## config.mk

```make
export PLATFORM = sky130hd
export DESIGN_NAME = matrix_scanner_flat
export DESIGN_NICKNAME = d
export VERILOG_FILES = /design/src/rtl/raster_pkg.sv /design/src/rtl/matrix_scanner_if.sv /design/src/rtl/scan_timer.sv /design/src/rtl/matrix_scanner.sv /design/src/flat_wrapper.sv
export SDC_FILE = /design/constraint.sdc
export NUM_CORES = 1
export LEC_CHECK = 0
export CAP_MARGIN = 30
export CORE_ASPECT_RATIO = 1.75
export CORE_MARGIN = 1.5
export CORE_UTILIZATION = 50
export CTS_CLUSTER_SIZE = 24
export DETAILED_ROUTE_END_ITERATION = 10
export PLACE_DENSITY = 0.66
export SYNTH_ARGS = -nofsm -noshare
export SYNTH_HDL_FRONTEND = slang
export SYNTH_HIERARCHICAL = 1
export SYNTH_SLANG_ARGS = --single-unit
```

## constraint.sdc

```tcl
create_clock -name clk -period 3.2 [get_ports clk]
set_input_delay 0.48 -clock clk [delete_from_list [all_inputs] [get_ports clk]]
set_output_delay 0.48 -clock clk [all_outputs]
set_load 0.005 [all_outputs]
```

## src/rtl/raster_pkg.sv

```systemverilog
// Shared raster/scanner definitions: grid geometry, capture FSM encodings, row decode helper.
package raster_pkg;

    localparam int GRID_DIM    = 8;
    localparam int PIXEL_COUNT = GRID_DIM * GRID_DIM;
    localparam int IDX_W       = $clog2(PIXEL_COUNT);
    localparam int ROW_W       = $clog2(GRID_DIM);

    typedef enum logic {
        CAP_IDLE = 1'b0,
        CAP_RUN  = 1'b1
    } cap_state_t;

    function automatic logic [GRID_DIM-1:0] row_onehot(input logic [ROW_W-1:0] row);
        return GRID_DIM'(1) << row;
    endfunction

endpackage

```

## src/rtl/matrix_scanner_if.sv

```systemverilog
// Rasterizer <-> matrix scanner link: serial pixel stream in, row/column drive and status out.
interface matrix_scanner_if;
    import raster_pkg::*;

    logic [3:0]          pixel_data;
    logic                frame_sync;
    logic [GRID_DIM-1:0] row_sel;
    logic [GRID_DIM-1:0] col_data;
    logic                frame_done;
    logic                frame_drop;

    modport master (
        output pixel_data, frame_sync,
        input  row_sel, col_data, frame_done, frame_drop
    );

    modport slave (
        input  pixel_data, frame_sync,
        output row_sel, col_data, frame_done, frame_drop
    );

endinterface

```

## src/rtl/scan_timer.sv

```systemverilog
// Row dwell timer: counts 0..DWELL_CYCLES-1 and ticks on the terminal count.
module scan_timer #(
    parameter int DWELL_CYCLES = 1024
) (
    input  logic        clk,
    input  logic        rst_n,
    output logic [15:0] o_count,
    output logic        o_tick
);

    logic [15:0] r_count;

    assign o_tick  = (r_count == 16'(DWELL_CYCLES - 1));
    assign o_count = r_count;

    // NOTE: sequential state uses non-blocking assignments so every register samples pre-edge values.
    always_ff @(posedge clk or negedge rst_n) begin
        if (!rst_n) begin
            r_count <= '0;
        end else if (o_tick) begin
            r_count <= '0;
        end else begin
            r_count <= r_count + 16'd1;
        end
    end

endmodule

```

## src/rtl/matrix_scanner.sv

```systemverilog
// 8x8 LED matrix scanner: captures a serial 64-pixel frame and multiplexes it row by row.
// Optional anti-ghost row blanking on dwell count 0: define MATRIX_SCANNER_BLANK_EN.
module matrix_scanner
    import raster_pkg::*;
#(
    parameter int DWELL_CYCLES = 1024
) (
    input  logic            clk,
    input  logic            rst_n,
    matrix_scanner_if.slave bus
);

    cap_state_t             r_state;
    cap_state_t             w_state_next;
    logic [IDX_W-1:0]       r_idx;
    logic [PIXEL_COUNT-2:0] r_shadow;
    logic [PIXEL_COUNT-1:0] r_pending;
    logic [PIXEL_COUNT-1:0] r_display;
    logic [PIXEL_COUNT-1:0] w_frame;
    logic                   r_pending_valid;
    logic                   r_frame_done;
    logic                   r_frame_drop;
    logic [ROW_W-1:0]       r_row;
    logic [15:0]            w_count;
    logic                   w_tick;
    logic                   w_wrap;
    logic                   w_sample;
    logic                   w_complete;
    logic                   w_unused;

    scan_timer #(
        .DWELL_CYCLES(DWELL_CYCLES)
    ) u_scan_timer (
        .clk    (clk),
        .rst_n  (rst_n),
        .o_count(w_count),
        .o_tick (w_tick)
    );

    always_ff @(posedge clk or negedge rst_n) begin
        if (!rst_n) begin
            r_state <= CAP_IDLE;
        end else begin
            r_state <= w_state_next;
        end
    end

    // NOTE: every always_comb output gets a default first so no path can infer a latch.
    always_comb begin
        w_state_next = r_state;
        w_sample     = 1'b0;
        w_complete   = 1'b0;
        if (bus.frame_sync) begin
            w_state_next = CAP_RUN;
        end else if (r_state == CAP_RUN) begin
            w_sample = 1'b1;
            if (r_idx == IDX_W'(PIXEL_COUNT - 1)) begin
                w_complete   = 1'b1;
                w_state_next = CAP_IDLE;
            end
        end
    end

    // The final pixel goes straight from the input into the completed frame.
    assign w_frame = {bus.pixel_data[0], r_shadow};
    assign w_wrap  = w_tick && (r_row == ROW_W'(GRID_DIM - 1));

    // NOTE: the frame buffers are cleared by reset too, so a blank image shows until the first frame lands.
    always_ff @(posedge clk or negedge rst_n) begin
        if (!rst_n) begin
            r_idx    <= '0;
            r_shadow <= '0;
        end else if (bus.frame_sync) begin
            r_idx <= '0;
        end else if (w_sample) begin
            r_idx <= r_idx + IDX_W'(1);
            if (!w_complete) begin
                r_shadow[r_idx] <= bus.pixel_data[0];
            end
        end
    end

    always_ff @(posedge clk or negedge rst_n) begin
        if (!rst_n) begin
            r_row <= '0;
        end else if (w_tick) begin
            r_row <= r_row + ROW_W'(1);
        end
    end

    // A frame finishing on the scan wrap bypasses pending and is shown at once.
    always_ff @(posedge clk or negedge rst_n) begin
        if (!rst_n) begin
            r_pending       <= '0;
            r_display       <= '0;
            r_pending_valid <= 1'b0;
        end else if (w_complete && w_wrap) begin
            r_display       <= w_frame;
            r_pending_valid <= 1'b0;
        end else if (w_complete) begin
            r_pending       <= w_frame;
            r_pending_valid <= 1'b1;
        end else if (w_wrap && r_pending_valid) begin
            r_display       <= r_pending;
            r_pending_valid <= 1'b0;
        end
    end

    always_ff @(posedge clk or negedge rst_n) begin
        if (!rst_n) begin
            r_frame_done <= 1'b0;
            r_frame_drop <= 1'b0;
        end else begin
            r_frame_done <= w_complete;
            r_frame_drop <= w_complete && r_pending_valid && !w_wrap;
        end
    end

    assign bus.col_data   = r_display[{r_row, 3'b000} +: GRID_DIM];
    assign bus.frame_done = r_frame_done;
    assign bus.frame_drop = r_frame_drop;

`ifdef MATRIX_SCANNER_BLANK_EN
    assign bus.row_sel = (w_count == '0) ? '0 : row_onehot(r_row);
    assign w_unused    = ^bus.pixel_data[3:1];
`else
    assign bus.row_sel = row_onehot(r_row);
    assign w_unused    = ^{bus.pixel_data[3:1], w_count};
`endif

endmodule

```

## src/flat_wrapper.sv

```systemverilog
// flat-port wrapper written by rule: the top's interface ports become plain ports
module matrix_scanner_flat import raster_pkg::*;
#(
    parameter int DWELL_CYCLES = 1024
)
  (clk, rst_n, bus_pixel_data, bus_frame_sync, bus_row_sel, bus_col_data, bus_frame_done, bus_frame_drop);
  matrix_scanner_if bus_i ();
  input  logic clk;
  input  logic rst_n;
  input wire logic [$bits(bus_i.pixel_data)-1:0] bus_pixel_data;
  input wire logic [$bits(bus_i.frame_sync)-1:0] bus_frame_sync;
  output wire logic [$bits(bus_i.row_sel)-1:0] bus_row_sel;
  output wire logic [$bits(bus_i.col_data)-1:0] bus_col_data;
  output wire logic [$bits(bus_i.frame_done)-1:0] bus_frame_done;
  output wire logic [$bits(bus_i.frame_drop)-1:0] bus_frame_drop;
  assign bus_i.pixel_data = bus_pixel_data;
  assign bus_i.frame_sync = bus_frame_sync;
  assign bus_row_sel = bus_i.row_sel;
  assign bus_col_data = bus_i.col_data;
  assign bus_frame_done = bus_i.frame_done;
  assign bus_frame_drop = bus_i.frame_drop;
  matrix_scanner #(.DWELL_CYCLES(DWELL_CYCLES)) u_core (.clk(clk), .rst_n(rst_n), .bus(bus_i));
endmodule
```

==> Word-level counts from Yosys, hierarchy flattened <==
Cells that the tools add are included.
{ "totals": {"out_inout_bits": 18, "reg_bits": 220, "wordCells": 57, "inputBits": 7} }
{ "classes": {"order_cmp": 2, "n_shift": 2, "muxes": 20, "bitwise": 3, "addsub": 3, "n_reduce_logical": 13, "eq_ne": 4} }
{ "ops": {"columns": ["cell", "count"], "rows": [
  ["two-way mux 64 bit", 3],
  ["indexed part select 64 x 7 -> 8 bit", 1],
  ["bitwise mux 63 bit", 1],
  ["adder 16 x 1 -> 16 bit, second input constant", 1],
  ["== test 16 x 10 -> 1 bit, second input constant", 1],
  ["two-way mux 16 bit", 1],
  ["two-way mux 1 bit", 12],
  ["two-way mux 6 bit", 2],
  ["<< shifter 1 x 3 -> 8 bit, first input constant", 1],
  ["less-than comparator 6 x 7 -> 1 bit, second input constant", 1],
  ["adder 6 x 1 -> 6 bit, second input constant", 1],
  ["demux 1 bit (select 6 bit)", 1],
  ["== test 6 bit, second input constant", 1],
  ["greater-or-equal comparator 6 x 1 -> 1 bit, second input constant", 1],
  ["logical AND 1 bit", 6],
  ["AND reduction 2 bit", 2],
  ["nonzero test 2 bit", 2],
  ["adder 3 x 1 -> 3 bit, second input constant", 1],
  ["== test 3 bit, second input constant", 1],
  ["inverter 1 bit", 3],
  ["AND reduction 3 bit", 1],
  ["nonzero test 3 bit", 1],
  ["!= test 2 bit, second input constant", 1],
  ["logical NOT 1 bit", 1]
]} }

==> Logic depth before layout (Yosys ltp) <==
Gate-level depths: netlist (run 1).
{ "logic_depth": {"depth_word": 7, "mapped_depth": 9, "ltp_nobuf": 7} }

==> Modules after synthesis <==
The synthesis (run 1) kept the hierarchy.
{ "modules_own_cells": {"columns": ["module", "n_inst", "cells_each", "seq_area_each_um2", "area_per_inst_um2"], "rows": [
  ["matrix_scanner", 1, 1006, 5104.9, 10810.4],
  ["scan_timer", 1, 76, 400.4, 827.0]
]} }

==> Worst setup path before layout (run 1) <==
OpenSTA, ideal clock, no wires.
{ "synth_path": {"path_kind": "reg2reg", "start": "register u_core.u_scan_timer.r_count[0], in the netlist u_core/u_scan_timer/o_count[0]", "end": "register u_core.r_display[27]", "path_buffers": 2, "setup_time_ns": 0.071, "t_required_ns": 3.129, "slack_ns": 0.892, "arrival_time_ns": 2.237, "stages_incl_launch_ff": 10, "synth_period_minus_slack_ns": 2.308, "cell_sequence": "dfrtp_1 > ha_1 > nand2_1 > nor3_2 > and2_1 > and2_1 > buf_2 > buf_1 > o2111ai_1 > nand4_1"} }
{ "synth_between": {"elab_chain_cells": 5, "elab_cells_between_ends": 8, "classes_between": "eq/ne: 2; mux: 1; reduce/logical: 5"} }
{ "synth_rtl": {"columns": ["element", "line", "source"], "rows": [
  ["start, declared", "scan_timer.sv:11", "logic [15:0] r_count;"],
  ["start signal, assigned", "scan_timer.sv:23", "r_count <= r_count + 16'd1;"],
  ["== test 16 x 10 -> 1 bit (*)", "scan_timer.sv:13", "assign o_tick = (r_count == 16'(DWELL_CYCLES - 1));"],
  ["net u_core.w_tick", "matrix_scanner.sv:25", "logic w_tick;"],
  ["logical AND 1 bit (*)", "matrix_scanner.sv:66", "assign w_wrap = w_tick && (r_row == ROW_W'(GRID_DIM - 1));"],
  ["logical AND 1 bit, on equally long branches", "matrix_scanner.sv:97, matrix_scanner.sv:103", null],
  ["!= test 2 bit (no line) or nonzero test 2 bit (tied branches)", null, null],
  ["AND reduction 2 bit (no line)", null, null],
  ["end signal, assigned", "matrix_scanner.sv:98", "r_display <= w_frame;"],
  ["end signal, assigned", "matrix_scanner.sv:104", "r_display <= r_pending;"],
  ["end, declared", "matrix_scanner.sv:18", "logic [PIXEL_COUNT-1:0] r_display;"]
]} }
Mark *: on every way through the listed nets, which the timed path passes. The rest lies on a longest branch.
A chain may end at the register's enable or synchronous reset.

==> Worst setup path in the final report (run 1) <==
{ "layout_path": {"start": "register u_core.r_row[0]", "end": "output port bus_col_data[7]"} }
{ "layout_between": {"elab_chain_cells": 1} }
{ "layout_rtl": {"columns": ["element", "line", "source"], "rows": [
  ["start, declared", "matrix_scanner.sv:23", "logic [ROW_W-1:0] r_row;"],
  ["start signal, assigned", "matrix_scanner.sv:87", "r_row <= r_row + ROW_W'(1);"],
  ["indexed part select 64 x 7 -> 8 bit", "matrix_scanner.sv:119", "assign bus.col_data = r_display[{r_row, 3'b000} +: GRID_DIM];"],
  ["end, declared", "flat_wrapper.sv:13", "output wire logic [$bits(bus_i.col_data)-1:0] bus_col_data;"]
]} }
No other way between the ends.

==> results of run 1 <==
placed cells by master (no fill, tap or decap), drive strengths merged, types with 5 or more instances in the layout:
| cell type | instances |
|---|---|
| mux4 | 16 |
| clkinv | 6 |
| o21ai | 70 |
| inv | 5 |
| nor3 | 25 |
| clkbuf | 29 |
| xor2 | 11 |
| nor2 | 9 |
| nand3 | 39 |
| and2 | 7 |
| nor4 | 11 |
| dfrtp | 220 |
| ha | 8 |
| nor2b | 69 |
| nand4 | 139 |
| o2111ai | 64 |
| mux2 | 127 |
| clkdlybuf4s50 | 19 |
| buf | 39 |
| nand2 | 98 |
kinds of logic (layout without fill, tap and decap cells):
logic type	count (synthesis)	count (layout)	synth area share, %
AO/OA/AOI/OAI	145	145	8.46
XOR/XNOR	15	15	1.13
adder cells (fa/ha/maj)	8	8	0.860
buffers and inverters	124	102	5.09
flip-flops	220	220	47.3
multiplexers	145	145	15.6
AND/OR/NAND/NOR	425	425	21.6
sequential cells by signal, summed over array words and instances, names as in the netlist:
| signal | flops |
|---|---|
| u_core/r_pending_valid | 1 |
| u_core/bus.frame_drop | 1 |
| u_core/u_scan_timer/o_count | 16 |
| u_core/r_row | 3 |
| u_core/r_idx | 6 |
| u_core/bus.frame_done | 1 |
| u_core/r_state | 1 |
| u_core/r_display | 64 |
| u_core/r_shadow | 63 |
| u_core/r_pending | 64 |
metal layers:
layer / routed length [um] / vias to the layer above / track usage, % / share of wire [%]
met5: 0 / - / 0 / 0
met4: 975 / 0 / 10.8 / 3.3
met3: 1160 / 67 / 2.67 / 3.9
met2: 15100 / 219 / 42.5 / 51
met1: 12100 / 4467 / 31.9 / 41
li1: - / 3970 / - / -
cell type report:
| class | instances | area, um^2 |
|---|---|---|
| timing repair buffer | 59 | 661 |
| tap | 300 | 375 |
| fill | 1891 | 9910 |
| multi-input combinational | 738 | 5550 |
| clock inverter | 9 | 104 |
| sequential | 220 | 5510 |
| inverter | 5 | 18.8 |
| clock buffer | 29 | 618 |
worst paths after layout:
kind,startpoint,to,slack [ns],depth (start not counted)
worst max-delay path,u_core/r_row[0],bus_col_data[7],0.18,5
worst min-delay path,u_core/r_pending[22],u_core/r_pending[22],0.48,1
worst max register to register,u_core/u_scan_timer/o_count[0],u_core/r_pending[7],0.54,9
worst min register to register,u_core/r_pending[22],u_core/r_pending[22],0.48,1
max in group asynchronous,rst_n,u_core/r_pending[22],1.84,3
min in group asynchronous,rst_n,u_core/r_pending[35],0.55,2
stage by stage:
stage | cell area [um^2] | hold slack (ns) | setup WS [ns] | total power [mW]
5_1_grt | 12800 | 0.498 | 0.105 | 5.85
3_5_place_dp | 12100 | 0.475 | 0.565 | 3.10
4_1_cts | 12800 | 0.488 | 0.145 | 5.74
2_1_floorplan | 11600 | 0.184 | 0.892 | 2.99
6_report | 12800 | 0.483 | 0.180 | 5.67
3_3_place_gp | 12100 | 0.466 | 0.566 | 3.10
worst max-delay path, cell delays in order (launching register included):
cell	delay, ns
dfrtp_2	0.53
buf_12	0.23
mux4_2	0.58
nand2_1	0.11
nand2_1	0.10
clkdlybuf4s50_1	0.45
timing repair:
action                                  CTS  global route
buffers inserted                          0             0
hold buffers                              1             0
endpoints found under the setup margin    2             0
hold endpoints to repair                 80             0
gates resized for setup                   1             0
power groups by stage:
stage / clock network (mW) / registers (mW) / logic [mW]
final: 2.63 / 2.86 / 0.185
after global routing: 2.78 / 2.86 / 0.207
after CTS: 2.69 / 2.86 / 0.189
after detailed placement: 0 / 2.91 / 0.188
after global placement: 0 / 2.91 / 0.186
after floorplan: 0 / 2.89 / 0.0960
==> metrics.txt, run 1 <==
utilization after layout=between 50% and 60%; vias in the first global route=8859; via density per instance=6.41; Seq pwr share=50.4%; Mapped Cells=about 1100; CTS root buf=clkbuf_16; clk buf depth=3; f_max=about 0.33 GHz; share of the synthesized area in the top cell type=47.3%; fin nets=1061; Worst-path clk slew=0.07 ns; Worst Skew=0.0293 ns; Die W=118 um; CTS Sinks=between 200 and 250; Seq/Total Area, Yosys=47.3%; aggregate routed wire length=around 29 mm; RSZ-0062 raised after global routing=no; total gr overflow=0; status=completed; drt first pass iters=5; CTS Buf Count=22; crit path DAT=2.54 ns; Sw Share=22.4%; peak supply drop=between 0.0005 and 0.0006 V; Worst Setup Start Kind=flop; fin crit period=3.02 ns; Clock Power Share=46.3%; GRT Overall Usage=between 20% and 30%; Critical Path RT=around 2.7 ns; Core Area=22700 um^2; actual slew at the worst max-slew pin=0.839 ns; Ports=25; largest net degree at the start of global routing=130; Net Count, Synth=1097; DRC viols=0; Initial Util=51.2%; Max Slew Vio Count=0; final setup vio count=0; Switch Pwr=1.27 mW; dpl hpwl=approximately 17 mm; Top FF cell, synth=dfrtp_1; Post-Layout Cell Count=1360; CTS tree=built; first-pass GRT wire length=a little under 50 mm; Area growth syn-to-layout=10.3%; Worst setup EP type=primary output; Hold Vio Cnt, Final=0; max_slew headroom=44.0%; max cap viols=0; static leakage=5.36 nW; Port-buffer cells=21; total die area=24200 um^2; worst skew pair latency=0.53 ns; Post-synth EDFFs=0; cell taking the most area after synthesis=dfrtp_1; netlist area before placement=11600 um^2; Synth Area per Inst=10.8 um^2; Final GP Congestion=0.788; Via Count=8723; count leader, synth=dfrtp_1; Antenna Violating Nets Remaining=0; synth top area cells=dfrtp_1 (47%), mux2_1 (7.7%), nand4_1 (7.5%); ant diodes=0; CTS H-tree lvls=1; placed insts=1321; Synth cell types=between 50 and 60; Post-synth ARST share=100%; critical path type=reg2out; period utilisation layout=around 94%; drt wl/cell=21.6 um; worst hold path class=reg2reg; Int Pwr=4.40 mW; flops & latches, synth=between 200 and 250; pwr dens=around 440 nW/um^2; Comb pwr share=3.3%; Die Height=205 um; initial drt markers=531; share of post-route cells with drive strength above 1=around 16%; FP Rows=73; Sum Neg Setup Slack=0 ns; initial antenna violation count=0; Commonest cells post-synth=dfrtp_1 (220), nand4_1 (139), nand2_1 (98); worst-path maximum fanout=15; Synth warnings=6
Power figures use the tool's default switching activity.
==> inputs of run 2 (changes only) <==
--- a/config.mk
+++ b/config.mk
@@ -11,6 +11,7 @@
 export CORE_UTILIZATION = 50
 export CTS_CLUSTER_SIZE = 24
 export DETAILED_ROUTE_END_ITERATION = 10
+export MAX_ROUTING_LAYER = met4
 export PLACE_DENSITY = 0.66
 export SYNTH_ARGS = -nofsm -noshare
 export SYNTH_HDL_FRONTEND = slang
==> run 2 against run 1 <==
- critical path depth stayed put
- critical path type unchanged
- final area stayed put
- worst hold slack better by 0.0013 ns
- largest cell class unchanged
- clock skew down 0.0011 ns
- critical endpoint unchanged
==> metrics.txt, run 2 (same netlist as run 1, synthesis figures left out) <==
status=completed; commonest non-fill, non-tap cells in the layout=dfrtp_1 (218), nand4_1 (139), nand2_1 (97); worst-path maximum fanout=15 (unchanged); Antenna Violating Nets Remaining=0 (unchanged); CTS root buf=clkbuf_16; Final GP Congestion=0.799 (+1.4%); Initial Util=51.2% (unchanged); RSZ-0062 raised after global routing=no; CTS Sinks=220 (unchanged); cell with the most instances on the worst path=nand2_1; Worst R2R Setup Slack=0.54 ns (about the same); CTS H-tree lvls=1 (unchanged); CP cell instances=buf_12, mux4_2, nand2_1, nand2_1, clkdlybuf4s50_1; Max Slew Vio Count=0 (unchanged); Switch Pwr=1.28 mW (+0.29%); Core Area=22700 um^2 (unchanged); first-pass GRT wire length=48.5 mm (-0.17%); fin nets=1061 (unchanged); Die W=118 um (unchanged); Worst Skew=0.0282 ns (-0.00108 ns); initial antenna violation count=0 (unchanged); Int Pwr=4.40 mW (about the same); Worst-path clk slew=0.07 ns (about the same); total gr overflow=0 (unchanged); ant diodes=0 (unchanged); vias in the first global route=8868 (+0.10%); Ports=25 (unchanged); static leakage=5.36 nW (unchanged); total die area=24200 um^2 (unchanged); clk buf depth=3 (unchanged); crit path buf inv count=2 (unchanged); critical path type=reg2out; Worst Setup Start Kind=flop; share of post-route cells with drive strength above 1=16.1% (unchanged); hold slack=0.484 ns (+0.00130 ns); Clock Power Share=46.4% (about the same); Sum Neg Setup Slack=0 ns (unchanged); WP depth=5 (unchanged); crit path DAT=2.55 ns (about the same); CTS Buf Count=22 (unchanged); Worst Hold End=u_core/r_pending[22]; period utilisation layout=94.6% (+0.20 points); Via Count=8775 (+0.60%); # fillers=1891 (unchanged); CTS tree=built; initial drt markers=531 (unchanged); dpl hpwl=17.2 mm (unchanged); Hold Vio Cnt, Final=0 (unchanged); actual slew at the worst max-slew pin=0.878 ns (+0.0389 ns); Seq pwr share=50.4% (about the same); f_max=0.330 GHz (-0.21%); pwr dens=442 nW/um^2 (about the same); largest net degree at the start of global routing=130 (unchanged); via density per instance=6.45 (+0.60%); Area growth syn-to-layout=10.3% (unchanged); Sw Share=22.5% (+0.051 points); Critical Path RT=2.72 ns (about the same); max cap viols=0 (unchanged); peak supply drop=0.000523 V (+0.26%); max_slew headroom=41.4% (-2.6 points); Post-Layout Cell Count=1360 (unchanged); worst hold start=u_core/r_pending[22]; FF-to-FF End=u_core/r_pending[8]; fin crit period=3.03 ns (+0.00626 ns); utilization after layout=56.4% (unchanged); placed insts=1321 (unchanged); Critical Path Max Stage Delay=0.58 ns (about the same); drt first pass iters=4 (-1); Worst R2R Start=u_core/u_scan_timer/o_count[0]; drt wl/cell=21.7 um (+0.39%); commonest non-fill, non-tap cell in the layout=dfrtp_1; GRT Overall Usage=25.5% (+0.71 points); DRC viols=0 (unchanged); Crit path max-delay family=buffers and inverters; Worst setup EP type=primary output; Crit-path slowest cell=mux4_2; worst-case reg-to-reg path depth=9 (unchanged); worst hold path class=reg2reg; worst skew pair latency=0.53 ns (about the same); Comb pwr share=3.2% (about the same); largest registers=u_core/r_display (64), u_core/r_pending (64), u_core/r_shadow (63); final setup vio count=0 (unchanged); aggregate routed wire length=29.5 mm (+0.39%); WHS Path Cells=1 (unchanged); FP Rows=73 (unchanged); Port-buffer cells=21 (unchanged); Die Height=205 um (unchanged)
[run 2: area by class of cell]
cell class | count | area [um^2] | share of cell area, %
inverters | 5 | 18.8 | 0.146
repair buffers | 59 | 661 | 5.15
well taps | 300 | 375 | 2.92
multi-input cells | 738 | 5550 | 43.2
flip-flops and latches | 220 | 5510 | 42.9
clock buffers | 29 | 618 | 4.82
clock inverters | 9 | 104 | 0.809
[run 2: worst max path at each step]
stage / start / to / slack (ns)
floorplan: u_core/u_scan_timer/o_count[0] / u_core/r_display[27] / 0.89
global placement: u_core/r_row[0] / bus_col_data[7] / 0.57
detailed placement: u_core/u_scan_timer/o_count[0] / u_core/r_pending[10] / 0.56
CTS: u_core/r_row[0] / bus_col_data[7] / 0.14
global route: u_core/r_row[0] / bus_col_data[6] / 0.11
finish: u_core/r_row[0] / bus_col_data[7] / 0.17
[run 2: per-layer routing]
metal  global-route usage, %  vias to the layer above  part of all wire, %
li1                        -                     3979                    -
met4                    10.7                        0                  3.3
met3                    2.56                       71                  4.0
met2                    42.9                      231                   51
met1                    31.5                     4494                   42
met5                       -                        -                    0
[run 2: repair_timing]
action,4_1_cts,5_1_grt
hold endpoints to repair,80,0
resized for setup,1,0
buffers inserted,0,0
endpoints found under the setup margin,2,0
hold buffers,1,0
[run 2: per-stage QoR]
stage / setup slack (ns) / power (mW) / instance area (um^2)
finish: 0.173 / 5.68 / 12800
floorplan: 0.892 / 2.99 / 11600
global route: 0.109 / 5.85 / 12800
detailed placement: 0.565 / 3.10 / 12100
global placement: 0.566 / 3.10 / 12100
CTS: 0.145 / 5.74 / 12800
[run 2: power by group through the flow]
stage	registers (mW)	logic [mW]	clock network, mW
after floorplan	2.89	0.0960	0
after global placement	2.91	0.186	0
after detailed placement	2.91	0.188	0
after CTS	2.86	0.189	2.69
after global routing	2.86	0.207	2.78
final	2.86	0.184	2.63
==> inputs of run 3 (changes only) <==
--- a/config.mk
+++ b/config.mk
@@ -5,14 +5,15 @@
 export SDC_FILE = /design/constraint.sdc
 export NUM_CORES = 1
 export LEC_CHECK = 0
-export CAP_MARGIN = 30
+export CAP_MARGIN = 15
 export CORE_ASPECT_RATIO = 1.75
 export CORE_MARGIN = 1.5
 export CORE_UTILIZATION = 50
 export CTS_CLUSTER_SIZE = 24
 export DETAILED_ROUTE_END_ITERATION = 10
+export DONT_BUFFER_PORTS = 1
 export MAX_ROUTING_LAYER = met4
-export PLACE_DENSITY = 0.66
+export SLEW_MARGIN = 20
 export SYNTH_ARGS = -nofsm -noshare
 export SYNTH_HDL_FRONTEND = slang
 export SYNTH_HIERARCHICAL = 1
==> run 3 against run 2 <==
- the run now ends with hold timing left
- clock power fell by 2%
- power fell by 2.2%
- non-clock buffer count fell by 27
- worst setup slack improved by 0.31 ns
- largest power group unchanged
- wire length rose by 3.4%
- sequential share of layout area rose by 1.3 points
- flip-flop and latch count did not move
- largest cell class unchanged
==> metrics.txt, run 3 (same netlist as run 1, synthesis figures left out) <==
period utilisation layout=84.8% (-9.8 points); Hold Vio Cnt, Final=220 (+220); Initial Util=51.2% (unchanged); max cap viols=0 (unchanged); worst-path maximum fanout=37 (+22); final setup vio count=0 (unchanged); worst hold path class=in2async; Die W=118 um (unchanged); f_max=0.368 GHz (+12%); worst skew pair latency=0.52 ns (about the same); share of post-route cells with drive strength above 1=15.6% (-0.58 points); total gr overflow=0 (unchanged); largest registers=u_core/r_display (64), u_core/r_pending (64), u_core/r_shadow (63); Worst setup EP type=flop; FF-to-FF End=u_core/r_pending[34]; fin crit period=2.71 ns (-0.313 ns); Area growth syn-to-layout=7.12%; Worst R2R Setup Slack=0.49 ns (-0.05 ns); Max Slew Vio Count=0 (unchanged); aggregate routed wire length=30.5 mm (+3.4%); Final GP Congestion=0.774 (-3.1%); total die area=24200 um^2 (unchanged); Core Area=22700 um^2 (unchanged); GRT Overall Usage=26.6% (+1.1 points); CTS Buf Count=22 (unchanged); Post-CTS Setup Inserts=0 (unchanged); Ports=25 (unchanged); CP cell instances=or3_1, nor2_1, and2_1, and2_4, nor3_4, buf_4, mux2_1; commonest non-fill, non-tap cell in the layout=dfrtp_1; Via Count=8626 (-1.7%); Worst R2R Start=u_core/u_scan_timer/o_count[12]; pwr dens=445 nW/um^2 (+0.66%); ant diodes=0 (unchanged); failing checks=hold timing; met2 Usage GRT=45.7% (+2.8 points); Critical Path Max Stage Delay=0.45 ns (-0.13 ns); Die Height=205 um (unchanged); Worst Setup Start Kind=flop; met3 usage=3.09% (+0.53 points); GR peak layer=met2; FP Rows=73 (unchanged); via density per instance=6.46 (+0.14%); actual slew at the worst max-slew pin=0.751 ns (-0.127 ns); CTS H-tree lvls=1 (unchanged); drt wl/cell=22.8 um (+5.4%); Seq pwr share=51.3% (+0.9 points); Switch Pwr=1.20 mW (-6.0%); static leakage=5.22 nW (-2.8%); Comb pwr share=2.0% (-1.2 points); fin nets=1034 (-2.5%); dpl hpwl=16.8 mm (-2.8%); CTS Sinks=220 (unchanged); Critical Path RT=3.60 ns (+0.88 ns); Worst Skew=0.0129 ns (-0.0153 ns); Crit-path slowest cell=or3_1; initial drt markers=559 (+5.3%); CTS tree=built; hold slack=-0.339 ns (-0.823 ns); first-pass GRT wire length=49.8 mm (+2.6%); RSZ-0062 raised after global routing=no; peak supply drop=0.000425 V (-19%); critical path type=reg2reg; M1 GR Usage=31.8% (+0.34 points); drt first pass iters=4 (unchanged); Port-buffer cells=0 (-100%); CTS root buf=clkbuf_16; Sw Share=21.6% (-0.87 points); max_slew headroom=49.9% (+8.6 points); worst-case reg-to-reg path depth=7 (-2); Antenna Violating Nets Remaining=0 (unchanged); commonest non-fill, non-tap cells in the layout=dfrtp_1 (219), nand4_1 (139), nand2_1 (97); status=finished with violations; Worst-path clk slew=0.06 ns (about the same); crit path DAT=3.11 ns (+0.56 ns); Sum Neg Setup Slack=0 ns (unchanged); vias in the first global route=8893 (+0.28%); Int Pwr=4.35 mW (-1.1%); largest net degree at the start of global routing=221 (+70%); initial antenna violation count=0 (unchanged); clk buf depth=3 (unchanged); Clock Power Share=46.6% (+0.2 points); DRC viols=0 (unchanged)
==> run 3: changes by cell type in the layout (fill, tap and decap cells not counted), sizes merged <==
cell / change
clkinv: -3
clkdlybuf4s50: -19
dlygate4sd3: -1
buf: -7
bufinv: -2
clkinvlp: -1
clkbuf: +9
inv: -1
==> run 3: metal layers <==
layer  share of wire (%)  vias up
met1                  41     4510
met5                   0        -
li1                    -     3909
met4                 3.4        0
met3                 3.5       57
met2                  52      150
==> run 3: critical path: cells and delay by family, from the launching register on <==
family | cells | cell delay [ns]
buf+inv | 1 | 0.33
mux | 1 | 0.40
flops | 1 | 0.42
simple gates | 5 | 1.43
==> run 3: power by group through the flow <==
stage          Combinational (mW)  Clock (mW)  Sequential, mW
4_1_cts                     0.112        2.65            2.85
3_5_place_dp                0.111           0            2.90
6_report                    0.111        2.59            2.85
3_3_place_gp                0.108           0            2.90
2_1_floorplan              0.0960           0            2.89
5_1_grt                     0.119        2.75            2.85
==> run 3: worst max path at each step <==
stage / startpoint / end / slack, ns / cells past startpoint
CTS: u_core/u_scan_timer/o_count[12] / u_core/r_pending[34] / 0.45 / 7
floorplan: u_core/u_scan_timer/o_count[0] / u_core/r_display[27] / 0.89 / 9
global route: u_core/u_scan_timer/o_count[12] / u_core/r_pending[16] / 0.28 / 7
detailed placement: u_core/u_scan_timer/o_count[12] / u_core/r_pending[34] / 0.47 / 7
finish: u_core/u_scan_timer/o_count[12] / u_core/r_pending[34] / 0.49 / 7
global placement: u_core/u_scan_timer/o_count[12] / u_core/r_pending[48] / 0.50 / 7
==> run 3: timing repair <==
action / CTS / global route
gates resized for setup: 0 / 0
endpoints found under the setup margin: 0 / 0
hold endpoints to repair: 220 / 220
==> run 3: area by class of cell <==
type | count | area, um^2
inverter | 5 | 18.8
fill | 2002 | 10300
multi-input combinational | 738 | 5550
tap | 300 | 375
clock buffer | 38 | 702
sequential | 220 | 5510
clock inverter | 2 | 10.0
timing repair buffer | 32 | 303
==> run 3: through the flow <==
step           cells  util, %  area, um^2  setup slack (ns)  power [mW]
6_report        1335     54.8       12500             0.486        5.55
5_1_grt         1335     54.8       12500             0.284        5.72
4_1_cts         1335     54.8       12500             0.455        5.61
3_5_place_dp    1295     51.7       11800             0.467        3.01
3_3_place_gp    1295     51.7       11800             0.495        3.01
2_1_floorplan   1082        -       11600             0.892        2.99
